`src/rtl/i2c_reg_sequencer_if.sv`:
```
`default_nettype none
// +----------------------------------------------------------------------------+
// | Module      : i2c_reg_sequencer_if                                         |
// | Description : Command/response and byte-engine signals of the I2C register |
// |               sequencer, bundled for connection between the sequencer and  |
// |               its environment.                                             |
// |   master : sequencer side (takes commands, drives the i2c_master engine)   |
// |   slave  : environment side (issues commands, models the i2c_master)       |
// |   cmd_*  : command request and handshake                                   |
// |   rsp_*  : one-cycle response pulse with read data and error code          |
// |   i2c_*  : ena/addr/rw/data_wr to the engine, busy/data_rd/ack_error back  |
// | Revision    : 1.0 - initial release                                        |
// +----------------------------------------------------------------------------+
interface i2c_reg_sequencer_if;
    logic        cmd_valid;
    logic        cmd_ready;
    logic        cmd_rw;
    logic [6:0]  cmd_dev_addr;
    logic [7:0]  cmd_reg_addr;
    logic [2:0]  cmd_len;
    logic [31:0] cmd_wdata;
    logic        rsp_valid;
    logic [31:0] rsp_rdata;
    logic [1:0]  rsp_err;
    logic        i2c_ena;
    logic [6:0]  i2c_addr;
    logic        i2c_rw;
    logic [7:0]  i2c_data_wr;
    logic        i2c_busy;
    logic [7:0]  i2c_data_rd;
    logic        i2c_ack_error;

    modport master (
        input  cmd_valid, cmd_rw, cmd_dev_addr, cmd_reg_addr, cmd_len, cmd_wdata,
        input  i2c_busy, i2c_data_rd, i2c_ack_error,
        output cmd_ready, rsp_valid, rsp_rdata, rsp_err,
        output i2c_ena, i2c_addr, i2c_rw, i2c_data_wr
    );

    modport slave (
        output cmd_valid, cmd_rw, cmd_dev_addr, cmd_reg_addr, cmd_len, cmd_wdata,
        output i2c_busy, i2c_data_rd, i2c_ack_error,
        input  cmd_ready, rsp_valid, rsp_rdata, rsp_err,
        input  i2c_ena, i2c_addr, i2c_rw, i2c_data_wr
    );
endinterface
`default_nettype wire

```
`src/rtl/i2c_reg_sequencer.sv`:
```
`default_nettype none
// +----------------------------------------------------------------------------+
// | Module      : i2c_reg_sequencer                                            |
// | Description : Turns one register write/read command into a complete I2C    |
// |               transaction on an i2c_master byte engine, paced by the       |
// |               engine's busy edges, and returns one response.               |
// | Ports       : clk   - system clock (same as i2c_master)                    |
// |               reset - synchronous, active-high                             |
// |               bus   - i2c_reg_sequencer_if.master (command, response and   |
// |                       engine handshake signals)                            |
// | Parameters  : MAX_LEN        - max data bytes per command (bus sized for 4)|
// |               TIMEOUT_CYCLES - clk cycles allowed per command              |
// | Option      : I2C_SEQ_RETRY_EN - relaunch once after an address/register  |
// |               phase NACK                                                   |
// | Revision    : 1.0 - initial release                                        |
// +----------------------------------------------------------------------------+
module i2c_reg_sequencer #(
    parameter int MAX_LEN        = 4,
    parameter int TIMEOUT_CYCLES = 1000000
) (
    input  logic                       clk,
    input  logic                       reset,
    i2c_reg_sequencer_if.master        bus
);
    localparam int C_TMO_W = ((TIMEOUT_CYCLES + 1) > (1 << 20)) ? $clog2(TIMEOUT_CYCLES + 1) : 20;
    localparam logic [C_TMO_W-1:0] C_TMO_LAST = C_TMO_W'(TIMEOUT_CYCLES - 1);

    typedef enum logic [1:0] {
        S_IDLE  = 2'd0,
        S_RUN   = 2'd1,
        S_DRAIN = 2'd2,
        S_RESP  = 2'd3
    } state_t;

    state_t              state_q, state_d;
    logic                busy_q;
    logic [3:0]          rise_cnt_q, rise_cnt_d;
    logic [C_TMO_W-1:0]  tmo_q, tmo_d;
    logic                rw_q, rw_d;
    logic [2:0]          len_q, len_d;
    logic [31:0]         wdata_q, wdata_d;
    logic                cmd_ready_q, cmd_ready_d;
    logic                rsp_valid_q, rsp_valid_d;
    logic [31:0]         rsp_rdata_q, rsp_rdata_d;
    logic [1:0]          rsp_err_q, rsp_err_d;
    logic                ena_q, ena_d;
    logic [6:0]          addr_q, addr_d;
    logic                i2c_rw_q, i2c_rw_d;
    logic [7:0]          data_wr_q, data_wr_d;
`ifdef I2C_SEQ_RETRY_EN
    logic [7:0]          reg_q, reg_d;
    logic                retried_q, retried_d;
`endif

    logic       w_rise;
    logic       w_fall;
    logic       w_bad_len;
    logic [3:0] w_rd_idx;

    assign w_rise    = bus.i2c_busy & ~busy_q;
    assign w_fall    = ~bus.i2c_busy & busy_q;
    assign w_bad_len = (bus.cmd_len == 3'd0) || (int'(bus.cmd_len) > MAX_LEN);
    // Read byte k completes on the fall that follows rise k+2 (rise 1 is the register byte).
    assign w_rd_idx  = rise_cnt_q - 4'd2;

    always_comb begin
        state_d     = state_q;
        rise_cnt_d  = rise_cnt_q;
        tmo_d       = tmo_q;
        rw_d        = rw_q;
        len_d       = len_q;
        wdata_d     = wdata_q;
        rsp_valid_d = 1'b0;
        rsp_rdata_d = rsp_rdata_q;
        rsp_err_d   = rsp_err_q;
        ena_d       = ena_q;
        addr_d      = addr_q;
        i2c_rw_d    = i2c_rw_q;
        data_wr_d   = data_wr_q;
`ifdef I2C_SEQ_RETRY_EN
        reg_d       = reg_q;
        retried_d   = retried_q;
`endif
        case (state_q)
            S_IDLE: begin
                if (bus.cmd_valid && cmd_ready_q) begin
                    rw_d        = bus.cmd_rw;
                    len_d       = bus.cmd_len;
                    wdata_d     = bus.cmd_wdata;
                    rise_cnt_d  = 4'd0;
                    tmo_d       = '0;
                    rsp_rdata_d = 32'd0;
                    rsp_err_d   = 2'b00;
`ifdef I2C_SEQ_RETRY_EN
                    reg_d       = bus.cmd_reg_addr;
                    retried_d   = 1'b0;
`endif
                    if (w_bad_len) begin
                        rsp_err_d = 2'b11;
                        state_d   = S_RESP;
                    end else begin
                        ena_d     = 1'b1;
                        addr_d    = bus.cmd_dev_addr;
                        i2c_rw_d  = 1'b0;
                        data_wr_d = bus.cmd_reg_addr;
                        state_d   = S_RUN;
                    end
                end
            end
            S_RUN, S_DRAIN: begin
                // Timeout pre-empts everything else in this cycle, including a busy edge.
                if (tmo_q == C_TMO_LAST) begin
                    rsp_err_d = 2'b10;
                    ena_d     = 1'b0;
                    state_d   = S_RESP;
                end else begin
                    tmo_d = tmo_q + 1'b1;
                    if (w_rise) begin
                        rise_cnt_d = rise_cnt_q + 4'd1;
                    end
                    if (w_fall && rw_q && (rise_cnt_q >= 4'd2) && (int'(w_rd_idx) < MAX_LEN)) begin
                        rsp_rdata_d[{w_rd_idx[1:0], 3'b000} +: 8] = bus.i2c_data_rd;
                    end
                    if (state_q == S_RUN) begin
                        // On rise n the engine has latched byte n-1; queue the next one
                        // or drop ena so it stops after the byte in flight.
                        if (w_rise) begin
                            if (!rw_q) begin
                                if (rise_cnt_q < {1'b0, len_q}) begin
                                    data_wr_d = wdata_q[{rise_cnt_q[1:0], 3'b000} +: 8];
                                end else if (rise_cnt_q == {1'b0, len_q}) begin
                                    ena_d   = 1'b0;
                                    state_d = S_DRAIN;
                                end
                            end else begin
                                if (rise_cnt_q == 4'd0) begin
                                    i2c_rw_d = 1'b1;  // direction change -> repeated START
                                end else if (rise_cnt_q == {1'b0, len_q}) begin
                                    ena_d   = 1'b0;
                                    state_d = S_DRAIN;
                                end
                            end
                        end
                        if (w_fall && bus.i2c_ack_error) begin
                            rsp_err_d = 2'b01;
                            ena_d     = 1'b0;
                            state_d   = S_DRAIN;
                        end
                    end else begin
                        if (w_fall && bus.i2c_ack_error) begin
                            rsp_err_d = 2'b01;
                        end
                        if (!bus.i2c_busy && !busy_q) begin
`ifdef I2C_SEQ_RETRY_EN
                            if ((rsp_err_q == 2'b01) && (rise_cnt_q <= 4'd1) && !retried_q) begin
                                retried_d  = 1'b1;
                                rise_cnt_d = 4'd0;
                                rsp_err_d  = 2'b00;
                                ena_d      = 1'b1;
                                i2c_rw_d   = 1'b0;
                                data_wr_d  = reg_q;
                                state_d    = S_RUN;
                            end else begin
                                state_d = S_RESP;
                            end
`else
                            state_d = S_RESP;
`endif
                        end
                    end
                end
            end
            S_RESP: begin
                rsp_valid_d = 1'b1;
                state_d     = S_IDLE;
            end
            default: state_d = S_IDLE;
        endcase
        // Ready is withheld during the response pulse so a command there is not taken.
        cmd_ready_d = (state_d == S_IDLE) && !rsp_valid_d;
    end

    always_ff @(posedge clk) begin
        if (reset) begin
            state_q     <= S_IDLE;
            busy_q      <= 1'b0;
            rise_cnt_q  <= 4'd0;
            tmo_q       <= '0;
            rw_q        <= 1'b0;
            len_q       <= 3'd0;
            wdata_q     <= 32'd0;
            cmd_ready_q <= 1'b0;
            rsp_valid_q <= 1'b0;
            rsp_rdata_q <= 32'd0;
            rsp_err_q   <= 2'b00;
            ena_q       <= 1'b0;
            addr_q      <= 7'd0;
            i2c_rw_q    <= 1'b0;
            data_wr_q   <= 8'd0;
`ifdef I2C_SEQ_RETRY_EN
            reg_q       <= 8'd0;
            retried_q   <= 1'b0;
`endif
        end else begin
            state_q     <= state_d;
            busy_q      <= bus.i2c_busy;
            rise_cnt_q  <= rise_cnt_d;
            tmo_q       <= tmo_d;
            rw_q        <= rw_d;
            len_q       <= len_d;
            wdata_q     <= wdata_d;
            cmd_ready_q <= cmd_ready_d;
            rsp_valid_q <= rsp_valid_d;
            rsp_rdata_q <= rsp_rdata_d;
            rsp_err_q   <= rsp_err_d;
            ena_q       <= ena_d;
            addr_q      <= addr_d;
            i2c_rw_q    <= i2c_rw_d;
            data_wr_q   <= data_wr_d;
`ifdef I2C_SEQ_RETRY_EN
            reg_q       <= reg_d;
            retried_q   <= retried_d;
`endif
        end
    end

    assign bus.cmd_ready   = cmd_ready_q;
    assign bus.rsp_valid   = rsp_valid_q;
    assign bus.rsp_rdata   = rsp_rdata_q;
    assign bus.rsp_err     = rsp_err_q;
    assign bus.i2c_ena     = ena_q;
    assign bus.i2c_addr    = addr_q;
    assign bus.i2c_rw      = i2c_rw_q;
    assign bus.i2c_data_wr = data_wr_q;
endmodule
`default_nettype wire

```
`src/flat_wrapper.sv`:
```
// flat-port wrapper written by rule: the top's interface ports become plain ports
module i2c_reg_sequencer_flat 
#(
    parameter int MAX_LEN        = 4,
    parameter int TIMEOUT_CYCLES = 1000000
)
  (clk, reset, bus_cmd_valid, bus_cmd_rw, bus_cmd_dev_addr, bus_cmd_reg_addr, bus_cmd_len, bus_cmd_wdata, bus_i2c_busy, bus_i2c_data_rd, bus_i2c_ack_error, bus_cmd_ready, bus_rsp_valid, bus_rsp_rdata, bus_rsp_err, bus_i2c_ena, bus_i2c_addr, bus_i2c_rw, bus_i2c_data_wr);
  i2c_reg_sequencer_if bus_i ();
  input  logic clk;
  input  logic reset;
  input wire logic [$bits(bus_i.cmd_valid)-1:0] bus_cmd_valid;
  input wire logic [$bits(bus_i.cmd_rw)-1:0] bus_cmd_rw;
  input wire logic [$bits(bus_i.cmd_dev_addr)-1:0] bus_cmd_dev_addr;
  input wire logic [$bits(bus_i.cmd_reg_addr)-1:0] bus_cmd_reg_addr;
  input wire logic [$bits(bus_i.cmd_len)-1:0] bus_cmd_len;
  input wire logic [$bits(bus_i.cmd_wdata)-1:0] bus_cmd_wdata;
  input wire logic [$bits(bus_i.i2c_busy)-1:0] bus_i2c_busy;
  input wire logic [$bits(bus_i.i2c_data_rd)-1:0] bus_i2c_data_rd;
  input wire logic [$bits(bus_i.i2c_ack_error)-1:0] bus_i2c_ack_error;
  output wire logic [$bits(bus_i.cmd_ready)-1:0] bus_cmd_ready;
  output wire logic [$bits(bus_i.rsp_valid)-1:0] bus_rsp_valid;
  output wire logic [$bits(bus_i.rsp_rdata)-1:0] bus_rsp_rdata;
  output wire logic [$bits(bus_i.rsp_err)-1:0] bus_rsp_err;
  output wire logic [$bits(bus_i.i2c_ena)-1:0] bus_i2c_ena;
  output wire logic [$bits(bus_i.i2c_addr)-1:0] bus_i2c_addr;
  output wire logic [$bits(bus_i.i2c_rw)-1:0] bus_i2c_rw;
  output wire logic [$bits(bus_i.i2c_data_wr)-1:0] bus_i2c_data_wr;
  assign bus_i.cmd_valid = bus_cmd_valid;
  assign bus_i.cmd_rw = bus_cmd_rw;
  assign bus_i.cmd_dev_addr = bus_cmd_dev_addr;
  assign bus_i.cmd_reg_addr = bus_cmd_reg_addr;
  assign bus_i.cmd_len = bus_cmd_len;
  assign bus_i.cmd_wdata = bus_cmd_wdata;
  assign bus_i.i2c_busy = bus_i2c_busy;
  assign bus_i.i2c_data_rd = bus_i2c_data_rd;
  assign bus_i.i2c_ack_error = bus_i2c_ack_error;
  assign bus_cmd_ready = bus_i.cmd_ready;
  assign bus_rsp_valid = bus_i.rsp_valid;
  assign bus_rsp_rdata = bus_i.rsp_rdata;
  assign bus_rsp_err = bus_i.rsp_err;
  assign bus_i2c_ena = bus_i.i2c_ena;
  assign bus_i2c_addr = bus_i.i2c_addr;
  assign bus_i2c_rw = bus_i.i2c_rw;
  assign bus_i2c_data_wr = bus_i.i2c_data_wr;
  i2c_reg_sequencer #(.MAX_LEN(MAX_LEN), .TIMEOUT_CYCLES(TIMEOUT_CYCLES)) u_core (.clk(clk), .reset(reset), .bus(bus_i));
endmodule
```
`config.mk`:
```
export PLATFORM = sky130hd
export DESIGN_NAME = i2c_reg_sequencer_flat
export DESIGN_NICKNAME = d
export VERILOG_FILES = /design/src/rtl/i2c_reg_sequencer_if.sv /design/src/rtl/i2c_reg_sequencer.sv /design/src/flat_wrapper.sv
export SDC_FILE = /design/constraint.sdc
export NUM_CORES = 1
export LEC_CHECK = 0
export ABC_AREA = 1
export ABC_CLOCK_PERIOD_IN_PS = 2400
export BUFFER_PORTS_ARGS = -buffer_cell sky130_fd_sc_hd__buf_2
export CORE_MARGIN = 5
export CORE_UTILIZATION = 55
export CTS_CLUSTER_SIZE = 12
export DETAILED_ROUTE_END_ITERATION = 8
export PLACE_DENSITY = 0.87
export SYNTH_ARGS = -nofsm -noshare
export SYNTH_HDL_FRONTEND = slang
export SYNTH_SLANG_ARGS = --single-unit
export TNS_END_PERCENT = 20
```
`constraint.sdc`:
```
create_clock -name clk -period 2.4 [get_ports clk]
set_clock_uncertainty 0.1 [all_clocks]
set_input_delay 0.36 -clock clk [delete_from_list [all_inputs] [get_ports clk]]
set_output_delay 0.36 -clock clk [all_outputs]
set_load 0.01 [all_outputs]
```
==> impl_metrics.yaml, run 1 <==
synth:
  synth_area_mm2: 0.006421
  synthFlopType: "dfxtp_1"
  synth_area_leaders: "dfxtp_1 (36%), nor2_1 (12%), nand2_1 (10%)"
  synth-edff-count: 0
  ys_async_sr_fraction_pct: 0
  ys.warnings.count: 0
  yosys_register_bits: 116
  synth.top_cell.area_share_pct: 36.17
  ys_seq_area_share_pct: 36.17
  avgSynthCellArea_um2: 6.682
  syn_inst: 961
  synth_nets: 1041
  ys_types: 36
  yosysTopAreaCell: "dfxtp_1"
detailed_routing:
  wl_per_cell_um: 13.87
  drcViolationCount: 0
  firstDrtPassIters: 5
  drt_iter0_markers: 491
  totalWireLength_mm: 16.99
  vias_per_cell: 5.215
  ant_nets: 0
  vias: 6388
critical_path:
  crit_path_start_kind: "flop"
  worstPathRequired_ns: 2.67
  critPathMaxStageDelay_ns: 0.44
  arrival_ns: 2.47
  endpoint_kind: "flop"
  worst-path-max-fanout: 34
  slowest_stage: "dfxtp_1"
  crit_type: "flop to flop"
  path_cells: "inv_1, ha_1, buf_12, nand4_1, nor3_1, o21bai_2, nor2_2"
finish:
  finalNonFillerCells: 1225
  drive_gt1_share_pct: 20.52
  syn2layout_area_growth_pct: 19.56
  fill_cells: 957
  n_antenna_cell: 0
  stdcell_area_mm2: 0.007677
  seq_area_mm2: 0.002322
  fin_nets: 1149
  multi_input_area_mm2: 0.003361
placed_design:
  pre_cts_ws_ns: 0.2658
  dpl.cell_count: 1193
  hpwl_mm: 11.50
  port_buffers: 116
  placed_cell_area_mm2: 0.007052
  gp_congestion: 0.9058
sta:
  rsz0062_at_grt: "no"
  timing.fmax_ghz: 0.4545
  hold_viol: 0
  worst_pin_slew_ns: 0.5514
  fin_crit_sh_pct: 91.68
  final.setup.tns_ns: 0
  slew_headroom_pct: 63.11
  setup-violations-final: 0
  period_minus_slack_ns: 2.200
  worst_slack_ns: 0.1998
  maxSlewViolCount: 0
floorplan:
  core_mm2: 0.01142
  io_pins: 117
  die_height_um: 118.1
  fp-row-count: 39
  initial_core_util_pct: 56.23
  dieArea_mm2: 0.01394
  die_w_um: 118.1
global_routing:
  grt_overflow: 0
  grt_pass1_wl_mm: 28.68
  grt_antenna_before_repair: 0
  grt_max_degree: 74
  grt_usage_pct: 24.52
  grt_pass1_vias: 6045
run:
  drv_cap: 0
power:
  vdd_drop_max_mv: 0.6552
  leakage_nw: 3.575
  power_mw: 7.465
  cellPowerDensity_mw_per_mm2: 972.3
run_status:
  status: "complete, no violations"
clocking:
  clkTransAtPathRegs_ns: 0.06
  clockBufferDepth: 2
  h-tree-depth: 4
  clock_sinks: 116
  cts_tree: "done"
  cts_inserted_buffers: 17
  root_buffer: "clkbuf_16"
  ctsHoldBuffers: 0
  clk_latency_ns: 0.42
worst_hold_path:
  worstHoldPathType: "primary input to flop"
critical path, delay by kind of cell, from the launching register on:
family / cells / cell delay (ns)
flops: 1 / 0.44
compound gates: 1 / 0.12
fa+ha+maj: 1 / 0.36
buf+inv: 2 / 0.34
simple gates: 3 / 0.77
registers in the layout, summed over array words and instances (netlist names), 2 cells and up:
name	count
u_core.bus.rsp_err	2
u_core.state_q	2
u_core.bus.i2c_data_wr	8
u_core.tmo_q	20
u_core.wdata_q	32
u_core.len_q	3
u_core.bus.i2c_addr	7
u_core.bus.rsp_rdata	32
u_core.rise_cnt_q	4
logic make-up after synthesis:
| kind of cell | count (synthesis) | share of synthesized area (%) |
|---|---|---|
| AND/OR/NAND/NOR | 482 | 32.91 |
| adder cells (fa/ha/maj) | 16 | 3.118 |
| XOR/XNOR | 11 | 1.500 |
| AO/OA/AOI/OAI | 166 | 14.69 |
| buffers and inverters | 170 | 11.61 |
| flip-flops | 116 | 36.17 |
per-stage QoR:
| step | hold slack [ns] | util [%] |
|---|---|---|
| finish | 0.05216 | 67.24 |
| CTS | 0.04819 | 67.17 |
| global placement | 0.3401 | 61.76 |
| detailed placement | 0.3440 | 61.76 |
| floorplan | 0.3297 | - |
| global route | 0.05786 | 67.24 |
area by class of cell:
type / instances / area share (%)
clock buffer: 17 / 5.541
clock inverter: 15 / 2.510
inverter: 129 / 6.340
multi-input combinational: 675 / 43.77
sequential: 116 / 30.25
tap: 143 / 2.331
timing repair buffer: 130 / 9.257
final timing paths:
check,startpoint,end,slack [ns],cells past startpoint
worst min-delay path,bus_cmd_dev_addr[0],u_core.bus.i2c_addr[0],0.05,3
worst min register to register,u_core.wdata_q[10],u_core.wdata_q[10],0.35,2
worst max-delay path,u_core.state_q[1],u_core.bus.rsp_rdata[19],0.20,7
worst max register to register,u_core.state_q[1],u_core.bus.rsp_rdata[19],0.20,7
cell usage in the layout, fill, tap and decap left out, types with 2 or more instances in the layout:
cell type,count
nor2_1,200
nand2_1,178
inv_1,122
buf_2,116
dfxtp_1,116
o21ai_0,75
a21oi_1,67
nand3_1,41
nor2_2,24
clkbuf_16,17
ha_1,16
nor3_1,14
o21bai_2,14
buf_4,12
nand4_1,10
xor2_1,10
o21bai_1,7
inv_6,7
inv_2,5
nand4_4,5
bufinv_16,3
nand3_2,2
nand2_2,2
nand3_4,2
nor2_4,2
clkinv_4,2
buf_12,2
routing by layer:
layer	global-route usage, %	up-vias	routed length, µm
met3	6.583	42	1202
met1	31.24	2873	7203
met4	8.817	0	396
met5	0	-	0
li1	-	3228	-
met2	39.85	245	8190
synthesized netlist by cell type, types with 2 or more instances:
library cell / instances
o21bai_2: 14
a21oi_1: 67
inv_1: 122
nor2_4: 2
dfxtp_1: 116
nand3_1: 41
nand4_4: 5
nand3_2: 3
nand2_2: 2
buf_1: 2
nor2_1: 200
buf_4: 4
clkbuf_1: 24
xor2_1: 10
o21ai_0: 75
buf_12: 2
nand4_1: 10
nor3_1: 14
o21bai_1: 7
inv_2: 5
buf_8: 4
ha_1: 16
nand2_1: 178
nor2_2: 24
buf_2: 3
power by group:
group          switching (mW)  internal [mW]  total (mW)  leakage [nW]
Sequential              0.192           2.30        2.49         0.948
Combinational            1.52          0.792        2.31          2.33
Clock                    1.01           1.66        2.67         0.302
Total                    2.71           4.75        7.46          3.58
timing repair:
item | 4_1_cts | 5_1_grt
hold endpoints to repair | 0 | 0
buffers inserted | 0 | 0
endpoints found under the setup margin | 0 | 3
gates resized for setup | 0 | 1
No activity file was read; power rests on OpenSTA's default activity.
==> run 2, diff against run 1 <==
--- a/config.mk
+++ b/config.mk
@@ -13,6 +13,7 @@
 export CTS_CLUSTER_SIZE = 12
 export DETAILED_ROUTE_END_ITERATION = 8
 export PLACE_DENSITY = 0.87
+export REMOVE_ABC_BUFFERS = 1
 export SYNTH_ARGS = -nofsm -noshare
 export SYNTH_HDL_FRONTEND = slang
 export SYNTH_SLANG_ARGS = --single-unit
==> run 2 against run 1 <==
Effect of this change: routed wire length increased by 0.58%; flip-flop and latch count unchanged; clock-buffer cell count increased by 2; first-iteration DRC count increased by 0.61%; sequential power about the same; via count increased by 1.2%; fmax decreased by 2.5%; critical path type unchanged; largest cell class unchanged; largest power group is now sequential cells.
==> impl_metrics.yaml, run 2 (synthesis gave the netlist of run 1 again) <==
run_status:
  status: "complete, no violations"
critical_path:
  worstPathRequired_ns: 2.60
  reg2reg_depth: 8
  arrival_ns: 2.46
  crit_path_start_kind: "flop"
  crit_type: "flop to flop"
  worst-path-max-fanout: 13
  crit_start: "u_core.state_q[0]"
  timing.rr.start: "u_core.state_q[0]"
  endpoint_kind: "flop"
placed_design:
  pre_cts_ws_ns: 0.1438
  hpwl_mm: 11.53
  dpl.cell_count: 1195
  placed_cell_area_mm2: 0.007054
  gp_congestion: 0.9011
  port_buffers: 116
power:
  cellPowerDensity_mw_per_mm2: 950.7
  vdd_drop_max_mv: 0.7656
  leakage_nw: 3.544
clocking:
  post_cts_resized: 0
  ctsHoldBuffers: 0
  clockBufferDepth: 2
  clock_sinks: 116
  cts_inserted_buffers: 17
  postCtsSetupRepairBufs: 0
  cts_tree: "done"
  h-tree-depth: 4
  root_buffer: "clkbuf_16"
  clk_latency_ns: 0.42
  clkTransAtPathRegs_ns: 0.06
floorplan:
  die_w_um: 118.1
  fp-row-count: 39
  initial_core_util_pct: 56.23
  dieArea_mm2: 0.01394
  core_mm2: 0.01142
  die_height_um: 118.1
  io_pins: 117
worst_hold_path:
  hold_depth: 3
  hp-start: "bus_cmd_dev_addr[5]"
  worstHoldPathType: "primary input to flop"
global_routing:
  grt_max_degree: 52
  grt_usage_pct: 24.13
  grt_overflow: 0
  grt_pass1_wl_mm: 28.27
  grt_antenna_before_repair: 0
  grt_pass1_vias: 6209
sta:
  worst_slack_ns: 0.1435
  setup-violations-final: 0
  slew_headroom_pct: 62.75
  timing.fmax_ghz: 0.4432
  rsz0062_at_grt: "no"
  hold_viol: 0
  fin_crit_sh_pct: 94.02
  maxSlewViolCount: 0
  worst_pin_slew_ns: 0.5567
  final.setup.tns_ns: 0
  period_minus_slack_ns: 2.256
detailed_routing:
  ant_nets: 0
  wl_per_cell_um: 13.93
  drcViolationCount: 0
  firstDrtPassIters: 5
  vias_per_cell: 5.270
  drt_iter0_markers: 494
  vias: 6466
  totalWireLength_mm: 17.09
run:
  drv_cap: 0
finish:
  mostFrequentLayoutCell: "nor2_1"
  n_antenna_cell: 0
  fill_cells: 977
  drive_gt1_share_pct: 20.85
  final_core_util_pct: 67.00
  finalNonFillerCells: 1227
  stdcell_area_mm2: 0.007650
  mostFrequentLayoutCells: "nor2_1 (199), nand2_1 (178), inv_1 (122)"
  syn2layout_area_growth_pct: 19.13
  fin_nets: 1151
[run 2: cell types whose count changed in the layout (fill, tap and decap cells not counted), moves of 3 or more]
cell        change
clkinv_2        +3
buf_4           +3
inv_6           -6
clkinvlp_4      +4
[run 2: where the power goes]
group          total (mW)  internal, mW  switching [mW]  leakage, nW
Combinational        2.29         0.805            1.49         2.33
Sequential           2.50          2.30           0.196        0.948
Clock                2.48          1.55           0.937        0.271
[run 2: stage by stage]
step | hold WS, ns | power (mW)
final | 0.06233 | 7.272
after global routing | 0.06298 | 7.716
after CTS | 0.05511 | 7.270
after detailed placement | 0.3473 | 4.765
after global placement | 0.3411 | 4.707
after floorplan | 0.3224 | 4.009
[run 2: final cells by class]
class	count	area, µm²	area share [%]
Inverter	129	489.2	6.395
Multi-Input combinational cell	675	3367	44.01
Tap cell	143	178.9	2.339
Clock buffer	19	442.9	5.790
Sequential cell	116	2323	30.37
Clock inverter	13	135.1	1.766
Timing Repair Buffer	132	713.2	9.323
[run 2: per-layer routing]
| metal | up-vias | global-route usage (%) | share of wire (%) |
|---|---|---|---|
| met5 | - | 0 | 0 |
| met4 | 0 | 9.892 | 2.4 |
| met3 | 42 | 7.160 | 7.2 |
| met2 | 253 | 40.35 | 48 |
| met1 | 2939 | 28.89 | 42 |
| li1 | 3232 | - | - |
[run 2: final timing paths]
kind	endpoint	slack, ns
max	u_core.bus.i2c_data_wr[1]	0.14
min reg2reg	u_core.wdata_q[16]	0.36
min	u_core.bus.i2c_addr[5]	0.06
max reg2reg	u_core.bus.i2c_data_wr[1]	0.14
[run 2: critical path: stages, from the launching register on]
cell and delay, ns:
dfxtp_1 0.42, inv_1 0.12, ha_1 0.37, inv_1 0.23
a21oi_1 0.08, nor2_2 0.22, nand3_2 0.27, nor3_1 0.26
nor2_1 0.06
